**config.mk**
```make
export PLATFORM = sky130hd
export DESIGN_NAME = cpu_access_ack
export DESIGN_NICKNAME = d
export VERILOG_FILES = /design/src/rtl/cpu_access_pkg.sv /design/src/rtl/prio_enc_onehot.sv /design/src/rtl/cpu_access_ack.sv
export SDC_FILE = /design/constraint.sdc
export NUM_CORES = 1
export LEC_CHECK = 0
export ABC_AREA = 1
export BUFFER_PORTS_ARGS = -buffer_cell sky130_fd_sc_hd__buf_2
export CELL_PAD_IN_SITES_DETAIL_PLACEMENT = 1
export CELL_PAD_IN_SITES_GLOBAL_PLACEMENT = 2
export CORE_MARGIN = 1
export CORE_UTILIZATION = 35
export CTS_BUF_LIST = sky130_fd_sc_hd__clkbuf_8
export CTS_CLUSTER_DIAMETER = 150
export DETAILED_ROUTE_END_ITERATION = 6
export HOLD_SLACK_MARGIN = 0.06
export MAX_ROUTING_LAYER = met4
export PLACE_DENSITY = 0.84
export SETUP_SLACK_MARGIN = 0.1
export SYNTH_ARGS = -nofsm -noshare
export SYNTH_HDL_FRONTEND = slang
export SYNTH_SLANG_ARGS = --single-unit
```
**constraint.sdc**
```tcl
create_clock -name clk_main -period 2.3 [get_ports clk_main]
set_clock_uncertainty 0.05 [all_clocks]
set_input_delay 0.345 -clock clk_main [delete_from_list [all_inputs] [get_ports clk_main]]
set_output_delay 0.345 -clock clk_main [all_outputs]
set_load 0.01 [all_outputs]
```
**src/rtl/cpu_access_pkg.sv**
```systemverilog
// Shared types and helpers for the CPU-to-video access acknowledge controller.
// Wait fields up to 16 bits wide and up to 8 channels are supported.
package cpu_access_pkg;

   typedef enum logic [1:0] {
      IDLE      = 2'd0,
      WAIT_SLOT = 2'd1,
      COUNT     = 2'd2,
      ACK       = 2'd3
   } acc_state_e;

   localparam logic [7:0]  TIMEOUT_CYCLES_DEF = 8'd200;
   localparam int unsigned MAX_CH             = 8;
   localparam int unsigned MAX_WAIT_W         = 16;
   localparam int unsigned WAIT_VEC_W         = MAX_CH * MAX_WAIT_W;

   // Extracts field idx of a packed vector of width-bit fields, zero-extended.
   function automatic logic [MAX_WAIT_W-1:0] wait_of(
      input logic [WAIT_VEC_W-1:0] vec,
      input int unsigned           idx,
      input int unsigned           width
   );
      return MAX_WAIT_W'(vec >> (idx * width))
             & ({MAX_WAIT_W{1'b1}} >> (MAX_WAIT_W - width));
   endfunction

endpackage

```
**src/rtl/prio_enc_onehot.sv**
```systemverilog
// Lowest-index-wins priority encoder returning both a one-hot vector and the
// binary index of the winning request.
module prio_enc_onehot #(
   parameter int unsigned N     = 4,
   parameter int unsigned IDX_W = (N > 1) ? $clog2(N) : 1
) (
   input  logic [N-1:0]     req,
   output logic [N-1:0]     onehot,
   output logic [IDX_W-1:0] idx,
   output logic             any
);

   // Scan from the top so the lowest set bit is the last one written.
   always_comb begin
      onehot = '0;
      idx    = '0;
      for (int i = int'(N) - 1; i >= 0; i--) begin
         if (req[i]) begin
            onehot    = '0;
            onehot[i] = 1'b1;
            idx       = IDX_W'(i);
         end
      end
   end

   assign any = |req;

endmodule

```
**src/rtl/cpu_access_ack.sv**
```systemverilog
// 68000 DTACK generator for N memory-mapped video resources with per-channel
// wait states, optional access-slot sync, watchdog and one-hot grant.
//
// state     | meaning
// ----------+----------------------------------------------------------
// IDLE      | no access; samples nAS/CS_N and latches the channel
// WAIT_SLOT | holding off until the latched channel's SLOT pulse
// COUNT     | burning wait states; cnt reaches 1 on the last one
// ACK       | nDTACK asserted until the CPU releases nAS
module cpu_access_ack
   import cpu_access_pkg::*;
#(
   parameter int unsigned            N_CH           = 4,
   parameter int unsigned            WAIT_W         = 4,
   parameter logic [N_CH*WAIT_W-1:0] WAIT_CYCLES    = {N_CH{WAIT_W'(1)}},
   parameter logic [N_CH-1:0]        SLOT_SYNC      = {N_CH{1'b1}},
   parameter int unsigned            TO_W           = 8,
   parameter logic [TO_W-1:0]        TIMEOUT_CYCLES = TO_W'(TIMEOUT_CYCLES_DEF)
) (
   input  logic            clk_main,
   input  logic            reset,
   input  logic            nAS,
   input  logic [N_CH-1:0] CS_N,
   input  logic [N_CH-1:0] SLOT,
   output logic            nDTACK,
   output logic [N_CH-1:0] CH_GRANT,
   output logic            BUSY,
   output logic            TIMEOUT
);

   localparam int unsigned           IDX_W    = (N_CH > 1) ? $clog2(N_CH) : 1;
   localparam logic [WAIT_VEC_W-1:0] WAIT_VEC = WAIT_VEC_W'(WAIT_CYCLES);
   // Watchdog fires on the edge where it would count to TIMEOUT_CYCLES.
   localparam logic [TO_W-1:0]       WD_LIMIT = TIMEOUT_CYCLES - TO_W'(1);

   acc_state_e        state, state_n;
   logic [N_CH-1:0]   grant_q, grant_n;
   logic [WAIT_W-1:0] wait_q, wait_n;
   logic [WAIT_W-1:0] cnt, cnt_n;
   logic [TO_W-1:0]   wd, wd_n, wd_inc;
   logic              timeout_q, timeout_n;

   logic [N_CH-1:0]   enc_onehot;
   logic [IDX_W-1:0]  enc_idx;
   logic              enc_any;
   logic [WAIT_W-1:0] wait_sel;
   logic              sync_sel;
   logic              slot_hit;
   logic              wd_hit;
   logic              busy;

   prio_enc_onehot #(
      .N     (N_CH),
      .IDX_W (IDX_W)
   ) u_prio_enc (
      .req    (~CS_N),
      .onehot (enc_onehot),
      .idx    (enc_idx),
      .any    (enc_any)
   );

   assign wait_sel = WAIT_W'(wait_of(WAIT_VEC, 32'(enc_idx), WAIT_W));
   assign sync_sel = |(SLOT_SYNC & enc_onehot);
   assign slot_hit = |(SLOT & grant_q);
   assign wd_inc   = (wd == {TO_W{1'b1}}) ? wd : wd + TO_W'(1);
   assign wd_hit   = (wd >= WD_LIMIT);

   always_ff @(posedge clk_main) begin
      if (reset) begin
         state     <= IDLE;
         grant_q   <= '0;
         wait_q    <= '0;
         cnt       <= '0;
         wd        <= '0;
         timeout_q <= 1'b0;
      end else begin
         state     <= state_n;
         grant_q   <= grant_n;
         wait_q    <= wait_n;
         cnt       <= cnt_n;
         wd        <= wd_n;
         timeout_q <= timeout_n;
      end
   end

   // Priority in the waiting states: abort, then watchdog, then normal progress.
   always_comb begin
      state_n   = state;
      grant_n   = grant_q;
      wait_n    = wait_q;
      cnt_n     = cnt;
      wd_n      = wd;
      timeout_n = 1'b0;

      unique case (state)
         IDLE: begin
            if (!nAS && enc_any) begin
               grant_n = enc_onehot;
               wait_n  = wait_sel;
               cnt_n   = wait_sel;
               wd_n    = '0;
               if (sync_sel)
                  state_n = WAIT_SLOT;
               else if (wait_sel == '0)
                  state_n = ACK;
               else
                  state_n = COUNT;
            end
         end

         WAIT_SLOT: begin
            wd_n = wd_inc;
            if (nAS) begin
               state_n = IDLE;
            end else if (wd_hit) begin
               state_n   = ACK;
               timeout_n = 1'b1;
            end else if (slot_hit) begin
               cnt_n   = wait_q;
               state_n = (wait_q == '0) ? ACK : COUNT;
            end
         end

         COUNT: begin
            wd_n = wd_inc;
            if (nAS) begin
               state_n = IDLE;
            end else if (wd_hit) begin
               state_n   = ACK;
               timeout_n = 1'b1;
            end else if (cnt == WAIT_W'(1)) begin
               state_n = ACK;
            end else begin
               cnt_n = cnt - WAIT_W'(1);
            end
         end

         ACK: begin
            if (nAS)
               state_n = IDLE;
         end

         default: state_n = IDLE;
      endcase
   end

   assign busy     = (state != IDLE);
   assign BUSY     = busy;
   assign nDTACK   = (state != ACK);
   assign CH_GRANT = busy ? grant_q : '0;
   assign TIMEOUT  = timeout_q;

endmodule
```
## Word-level counts from Yosys, hierarchy flattened

Cells that the tools add are included.

| storage, ports and cells | value |
|---|---|
| register bits after elaboration | 23 |
| input port bits | 11 |
| output and inout bits | 7 |
| word-level logic and storage cells | 80 |

| cells by class | value |
|---|---|
| add/sub/neg operators | 2 |
| order comparisons | 1 |
| eq/ne operators | 17 |
| shift operators | 1 |
| mux-type cells | 33 |
| bitwise logic cells | 3 |
| reduce and logical (&&, ||, !) cells | 17 |

Operator list:

| kind | number |
|---|---|
| 4-bit 2-to-1 mux | 12 |
| 2-bit 2-to-1 mux | 13 |
| 2-bit inequality test (second input constant) | 10 |
| 8-bit 2-to-1 mux | 2 |
| 8-bit case mux with 2 select lines | 1 |
| 13-bit by 4-bit >> shifter with 4-bit output (first input constant) | 1 |
| 4-bit case mux with 3 select lines | 1 |
| 4-bit OR reduction | 3 |
| 8-bit by 1-bit adder with 8-bit output (second input constant) | 1 |
| 8-bit equality test (second input constant) | 1 |
| 8-bit >= comparator (second input constant) | 1 |
| 4-bit zero test | 2 |
| 4-bit inequality test (second input constant) | 2 |
| 2-bit case mux with 4 select lines | 1 |
| 8-bit AND reduction | 1 |
| 4-bit AND | 1 |
| 2-bit equality test (second input constant) | 2 |
| 4-bit by 1-bit equality test with 1-bit output (second input constant) | 1 |
| 4-bit inverter | 1 |
| 4-bit AND reduction | 1 |
| 2-bit nonzero test | 2 |
| 4-bit by 1-bit subtractor with 4-bit output (second input constant) | 1 |
| 1-bit 2-to-1 mux | 3 |
| 3-bit AND reduction | 1 |
| other kinds (9) | 9 |

## Longest topological paths before layout

Gate-level depths: netlist of run 1.

| logic depth | value |
|---|---|
| depth in word-level cells | 11 |
| gate-level depth with buffers | 11 |
| mapped depth without buffers | 11 |

## Cells and area by module

A second synthesis of run 1 with hierarchy kept.

| unflattened totals | value |
|---|---|
| cells, all modules | 211 |
| area total of the unflattened synthesis | 1360.1 um2 |

Modules (own cells, without submodules):

| module | instances | cells an instance | area an instance (um2) | sequential area each (um2) |
|---|---|---|---|---|
| cpu_access_ack | 1 | 196 | 1295.0 | 400.4 |
| prio_enc_onehot | 1 | 15 | 65.1 | 0.0 |

## Worst setup path before layout of run 1

No wires, ideal clock.

| timing | value |
|---|---|
| path kind | register -> register |
| start point | register state[0] |
| end point | register wd[1] |
| data arrival time | 1.404 ns |
| required time | 2.120 ns |
| setup slack | 0.716 ns |
| stages on the path, launching flop included | 11 |
| path buffers | 0 |
| clock period less this slack | 1.584 ns |
| cells stage by stage | dfxtp_1 -> inv_1 -> ha_1 -> inv_2 -> nor2_1 -> nand2_2 -> nand2_2 -> nor2_4 -> nand2_1 -> o21ai_1 -> nor2_1 |

| on the way | value |
|---|---|
| cells in the longest elaborated chain, start to end | 4 |

Ends and longest elaborated chain:

| what | RTL line | source |
|---|---|---|
| from (decl) | cpu_access_ack.sv:36 | `acc_state_e state, state_n;` |
| from (signal assigned) | cpu_access_ack.sv:77 | `state <= state_n;` |
| 2-bit equality test or 2-bit by 1-bit equality test with 1-bit output (tied branches) | cpu_access_ack.sv:95 | `unique case (state)` |
| 2-bit OR reduction (no source line) | - |  |
| 2-bit inequality test (no source line) or 2-bit nonzero test (tied branches) | - |  |
| 3-bit AND reduction (no source line) | - |  |
| to (signal assigned) | cpu_access_ack.sv:81 | `wd <= wd_n;` |
| to (decl) | cpu_access_ack.sv:40 | `logic [TO_W-1:0] wd, wd_n, wd_inc;` |

Several ways; a longest one is shown, not always the timed one.
A chain may end at the register's enable or synchronous reset.

## Final worst setup path of run 1

Ends and elaborated chain as after synthesis.

==> results of run 1 <==
[cells in the mapped netlist, drive strengths merged]
cell	count	area [µm²]
a211oi	1	7.51
a21oi	16	87.6
a31oi	1	6.26
buf	1	7.51
clkbuf	1	3.75
dfxtp	20	400
ha	7	87.6
inv	30	113
nand2	63	269
nand3	9	55.1
nand4	1	6.26
nor2	37	206
nor3	3	15.0
nor3b	1	7.51
nor4	2	12.5
o21ai	6	30.0
o21bai	1	7.51
o221ai	1	8.76
or2	1	6.26
xor2	3	26.3
[metrics by stage]
step | worst slack [ns] | power, W | utilization | std cells | instance area (µm²)
3_5_place_dp | 0.447 | 0.00140 | 0.406 | 268 | 1500
2_1_floorplan | 0.716 | 0.00119 | - | 205 | 1360
6_report | 0.427 | 0.00167 | 0.421 | 272 | 1550
3_3_place_gp | 0.551 | 0.00137 | 0.406 | 268 | 1500
5_1_grt | 0.296 | 0.00185 | 0.421 | 272 | 1550
4_1_cts | 0.415 | 0.00170 | 0.421 | 272 | 1550
[sequential cells by signal, summed over array words and instances, names as in the netlist]
name / flops
grant_q: 4
wd: 8
state: 2
TIMEOUT: 1
wait_q: 1
cnt: 4
[kinds of logic (layout without fill, tap and decap cells)]
family,after synthesis,count (layout),synth area share
AOI/OAI and AO/OA,26,26,0.108
xor gates and xnor gates,3,3,0.0193
adders and majority gates,7,7,0.0642
buffers and inverters,32,51,0.0908
DFF,20,20,0.294
and+or+nand+nor,117,117,0.424
[critical path: cells and delay by family (launching register included)]
kind	cells	cell delay [ns]
and+or+nand+nor	6	0.59
DFF	1	0.39
adders and majority gates	1	0.37
buffers and inverters	2	0.28
AOI/OAI and AO/OA	1	0.08
[routing by layer]
| metal | track usage | share of wire | vias to the layer above |
|---|---|---|---|
| met2 | 0.350 | 0.49 | 13 |
| li1 | - | - | 684 |
| met4 | 0.0583 | 0.0059 | 0 |
| met1 | 0.254 | 0.49 | 592 |
| met3 | 0.0106 | 0.021 | 2 |
| met5 | - | 0 | - |
[path summary, 6_finish.rpt]
kind	slack (ns)	endpoint	cells after the start	start
worst min register to register	0.44	wait_q[0]	2	wait_q[0]
worst max register to register	0.43	wd[1]	10	state[0]
worst max-delay path	0.43	wd[1]	10	state[0]
worst min-delay path	0.33	grant_q[1]	4	CS_N[1]
[power groups by stage]
stage	Combinational (W)	Clock, W	Sequential (W)
after global routing	0.00107	0.000303	0.000470
after floorplan	0.000730	0	0.000457
after CTS	0.000950	0.000288	0.000463
final	0.000936	0.000276	0.000463
after global placement	0.000901	0	0.000466
after detailed placement	0.000932	0	0.000471
[layout make-up]
cell class | count | area (µm²) | share of cell area
inverter | 30 | 113 | 0.0725
timing repair buffer | 17 | 85.1 | 0.0548
sequential | 20 | 400 | 0.258
tap | 48 | 60.1 | 0.0387
clock buffer | 4 | 55.1 | 0.0355
multi-input combinational | 153 | 840 | 0.541
==> out/qor.yml, run 1 <==
status: "complete, no violations"
hold_buffers: 0
power_frac_clock: 0.165
dp_hpwl_um: 2730
fillCellCount: 513
leakage_nw: 0.714
ys_types: 29
overflow: 0
netlist_area_um2: 1360
drtIter0Drc: 30
wl_um: 3540
fp.dieArea_um2: 4150
worstPathArrival_ns: 1.97
dieWidth_um: 64.4
period_needed_ns: 1.87
antenna_found_initial: 0
min_path_type: "in2reg"
grt_start_max_net_pins: 15
post-cts-setup-buffers: 0
syn_inst: 205
core_um2: 3690
period_share: 0.814
path_cells: "inv_1 > ha_1 > inv_2 > nor2_1 > nand2_2 > nand2_2 > nor2_4 > nand2_1 > o21ai_1 > nor2_1"
ys_warn_count: 0
cp.required_ns: 2.39
power_density_nw_per_um2: 1080
critPathMaxStageDelay_ns: 0.39
ant_nets: 0
setup_tns_ns: 0
max_freq_ghz: 0.534
final_max_slew_viol_count: 0
end_kind: "flip-flop"
portBuffers: 17
grt_pass1_vias: 1417
whs_ns: 0.331
via_per_inst: 4.75
cts_tree: "done"
syn-mean-instance-area_um2: 6.65
design.portCount: 18
pwr-share-comb: 0.559
max-slew-margin-rel: 0.730
maxCapViolCount: 0
grtUsageTotal: 0.202
rsz0062_at_grt: "false"
hold_viol: 0
nets: 243
die_height_um: 64.4
vias: 1291
intPower_w: 0.000871
first_pass_iters: 4
initial_core_util: 0.370
synth_nets: 223
crit_path_max_fanout: 10
clock_path_buffers: 2
switchingPower_w: 0.000803
cts.repair.resized: 0
clock-sinks: 20
cts-root-buf: "clkbuf_8"
synth-seq-area-share: 0.294
grt_pass1_wl_um: 6470
criticalPathCategory: "reg2reg"
final_common_cell: "nand2_1"
worst_pin_slew_ns: 0.406
seqPwrFrac: 0.277
p_sw_frac: 0.480
cts-buffers-inserted: 3
h-tree-depth: 1
floorplan.rows: 22
gp_congestion: 0.803
ys_ff_latch: 20
setup_violations: 0
drive_gt1_frac: 0.219
worst_setup_path_start_kind: "flip-flop"
clk_pin_slew_ns: 0.08
layout_common_cells: "nand2_1, nor2_1, inv_1"
antennaDiodeCount: 0
areaGrowthSynthToFinish_pct: 13.9
slowest_stage: "dfxtp_1"
wire_per_inst_um: 13.0
ir_worst_vdd_uv: 337
insertion_delay_ns: 0.26
drc: 0
Power figures use the tool's default switching activity.
==> run 2, diff against run 1 <==
--- a/config.mk
+++ b/config.mk
@@ -10,13 +10,13 @@
 export CELL_PAD_IN_SITES_DETAIL_PLACEMENT = 1
 export CELL_PAD_IN_SITES_GLOBAL_PLACEMENT = 2
 export CORE_MARGIN = 1
-export CORE_UTILIZATION = 35
+export CORE_UTILIZATION = 32
 export CTS_BUF_LIST = sky130_fd_sc_hd__clkbuf_8
 export CTS_CLUSTER_DIAMETER = 150
 export DETAILED_ROUTE_END_ITERATION = 6
 export HOLD_SLACK_MARGIN = 0.06
 export MAX_ROUTING_LAYER = met4
-export PLACE_DENSITY = 0.84
+export PLACE_DENSITY = 0.77
 export SETUP_SLACK_MARGIN = 0.1
 export SYNTH_ARGS = -nofsm -noshare
 export SYNTH_HDL_FRONTEND = slang
==> constraint.sdc (replaced) <==
create_clock -name clk_main -period 1.8 [get_ports clk_main]
set_clock_uncertainty 0.05 [all_clocks]
set_input_delay 0.27 -clock clk_main [delete_from_list [all_inputs] [get_ports clk_main]]
set_output_delay 0.27 -clock clk_main [all_outputs]
set_load 0.01 [all_outputs]
==> out/qor.yml, run 2 (synthesis gave the netlist of run 1 again) <==
fillCellCount: 548
portBuffers: 17
wl_met1_um: 1620
dp_hpwl_um: 2940
critical_path.top_delay_family: "buffers and inverters"
largest_register_ffs: 8
wl_um: 3720
whs_ns: 0.256
crit_path_max_fanout: 6
period_needed_ns: 1.60
fin_area_um2: 1610
maxCapViolCount: 0
clock-sinks: 20
crit_buf_inv: 3
h-tree-depth: 1
floorplan.rows: 23
stdcell_count: 279
via_per_inst: 4.77
setup_tns_ns: 0
grt_pass1_vias: 1425
gp_congestion: 0.837
design.portCount: 18
initial_core_util: 0.336
slowest_stage: "dfxtp_2"
fp.dieArea_um2: 4530
cts-root-buf: "clkbuf_8"
end_kind: "output port"
dp.cells: 272
worstPathArrival_ns: 1.28
route.met2.wl_um: 2000
largest_registers: "wd x8, cnt x4, grant_q x4"
drc: 0
drtIter0Drc: 20
first_pass_iters: 4
ir_worst_vdd_uv: 529
insertion_delay_ns: 0.27
clock_path_buffers: 2
cp.required_ns: 1.48
power_density_nw_per_um2: 1440
ant_nets: 0
final_max_slew_viol_count: 0
rsz0062_at_grt: "false"
worst_setup_path_start_kind: "flip-flop"
wire_per_inst_um: 13.3
final_common_cell: "nand2_1"
vias: 1332
wl_met3_um: 79
dieWidth_um: 67.3
max-slew-margin-rel: 0.783
nets: 248
min_path_type: "in2reg"
die_height_um: 67.3
hold_viol: 0
cts-buffers-inserted: 3
top_layer_used: "met4"
clk_pin_slew_ns: 0.08
areaGrowthSynthToFinish_pct: 18.2
setup_violations: 0
status: "complete, no violations"
grt_pass1_wl_um: 6350
overflow: 0
hold_buffers: 0
max_freq_ghz: 0.625
antennaDiodeCount: 0
placedInstanceArea_um2: 1520
worst_pin_slew_ns: 0.326
criticalPathCategory: "reg2out"
top_register: "wd"
leakage_nw: 0.733
layout_common_cells: "nand2_1, nor2_1, inv_1"
path_cells: "inv_1 > ha_4 > buf_4 > nor2_1 > buf_2"
core_um2: 4060
grtUsageTotal: 0.196
critPathMaxStageDelay_ns: 0.35
antenna_found_initial: 0
drive_gt1_frac: 0.262
cts_tree: "done"
grt_start_max_net_pins: 15
period_share: 0.889
run 2: through the flow:
step / total power, W / utilization / setup slack [ns]
after detailed placement: 0.00186 / 0.373 / 0.0795
after global routing: 0.00254 / 0.397 / 0.105
final: 0.00231 / 0.397 / 0.200
after floorplan: 0.00152 / - / 0.216
after CTS: 0.00229 / 0.390 / 0.117
after global placement: 0.00181 / 0.373 / 0.145
run 2: final timing paths:
kind / start / endpoint / slack, ns / cells past startpoint
hold reg to reg: grant_q[3] / grant_q[3] / 0.43 / 2
hold / removal: CS_N[1] / grant_q[1] / 0.26 / 4
setup reg to reg: wd[0] / wd[1] / 0.25 / 10
setup / recovery: state[0] / CH_GRANT[1] / 0.20 / 5
run 2: cell type report:
type / count / area (µm²) / share of cell area
multi-input cells: 154 / 863 / 0.536
flip-flops and latches: 20 / 403 / 0.250
repair buffers: 21 / 115 / 0.0714
inverters: 30 / 113 / 0.0699
well taps: 50 / 62.6 / 0.0388
clock buffers: 4 / 55.1 / 0.0342
run 2: worst min-delay path: cells and delay by family:
| family | cells | cell delay [ns] |
|---|---|---|
| buffers and inverters | 2 | 0.13 |
| and+or+nand+nor | 1 | 0.06 |
| AOI/OAI and AO/OA | 1 | 0.06 |
run 2: metal layers:
layer,up-vias,global-route usage
li1,691,-
met1,626,0.215
met2,10,0.361
met4,0,0.0399
met3,5,0.0405
met5,-,-
run 2: power by group:
group,switching [W],internal (W)
sequential,0.0000655,0.000531
clock,0.000166,0.000195
combinational,0.000851,0.000505
total,0.00108,0.00123
run 2: timing repair:
action	CTS	global route
cloned	0	1
pin swaps	0	1
buffers inserted	0	2
setup endpoints to repair	10	10
resized for setup	3	4
hold endpoints to repair	0	0
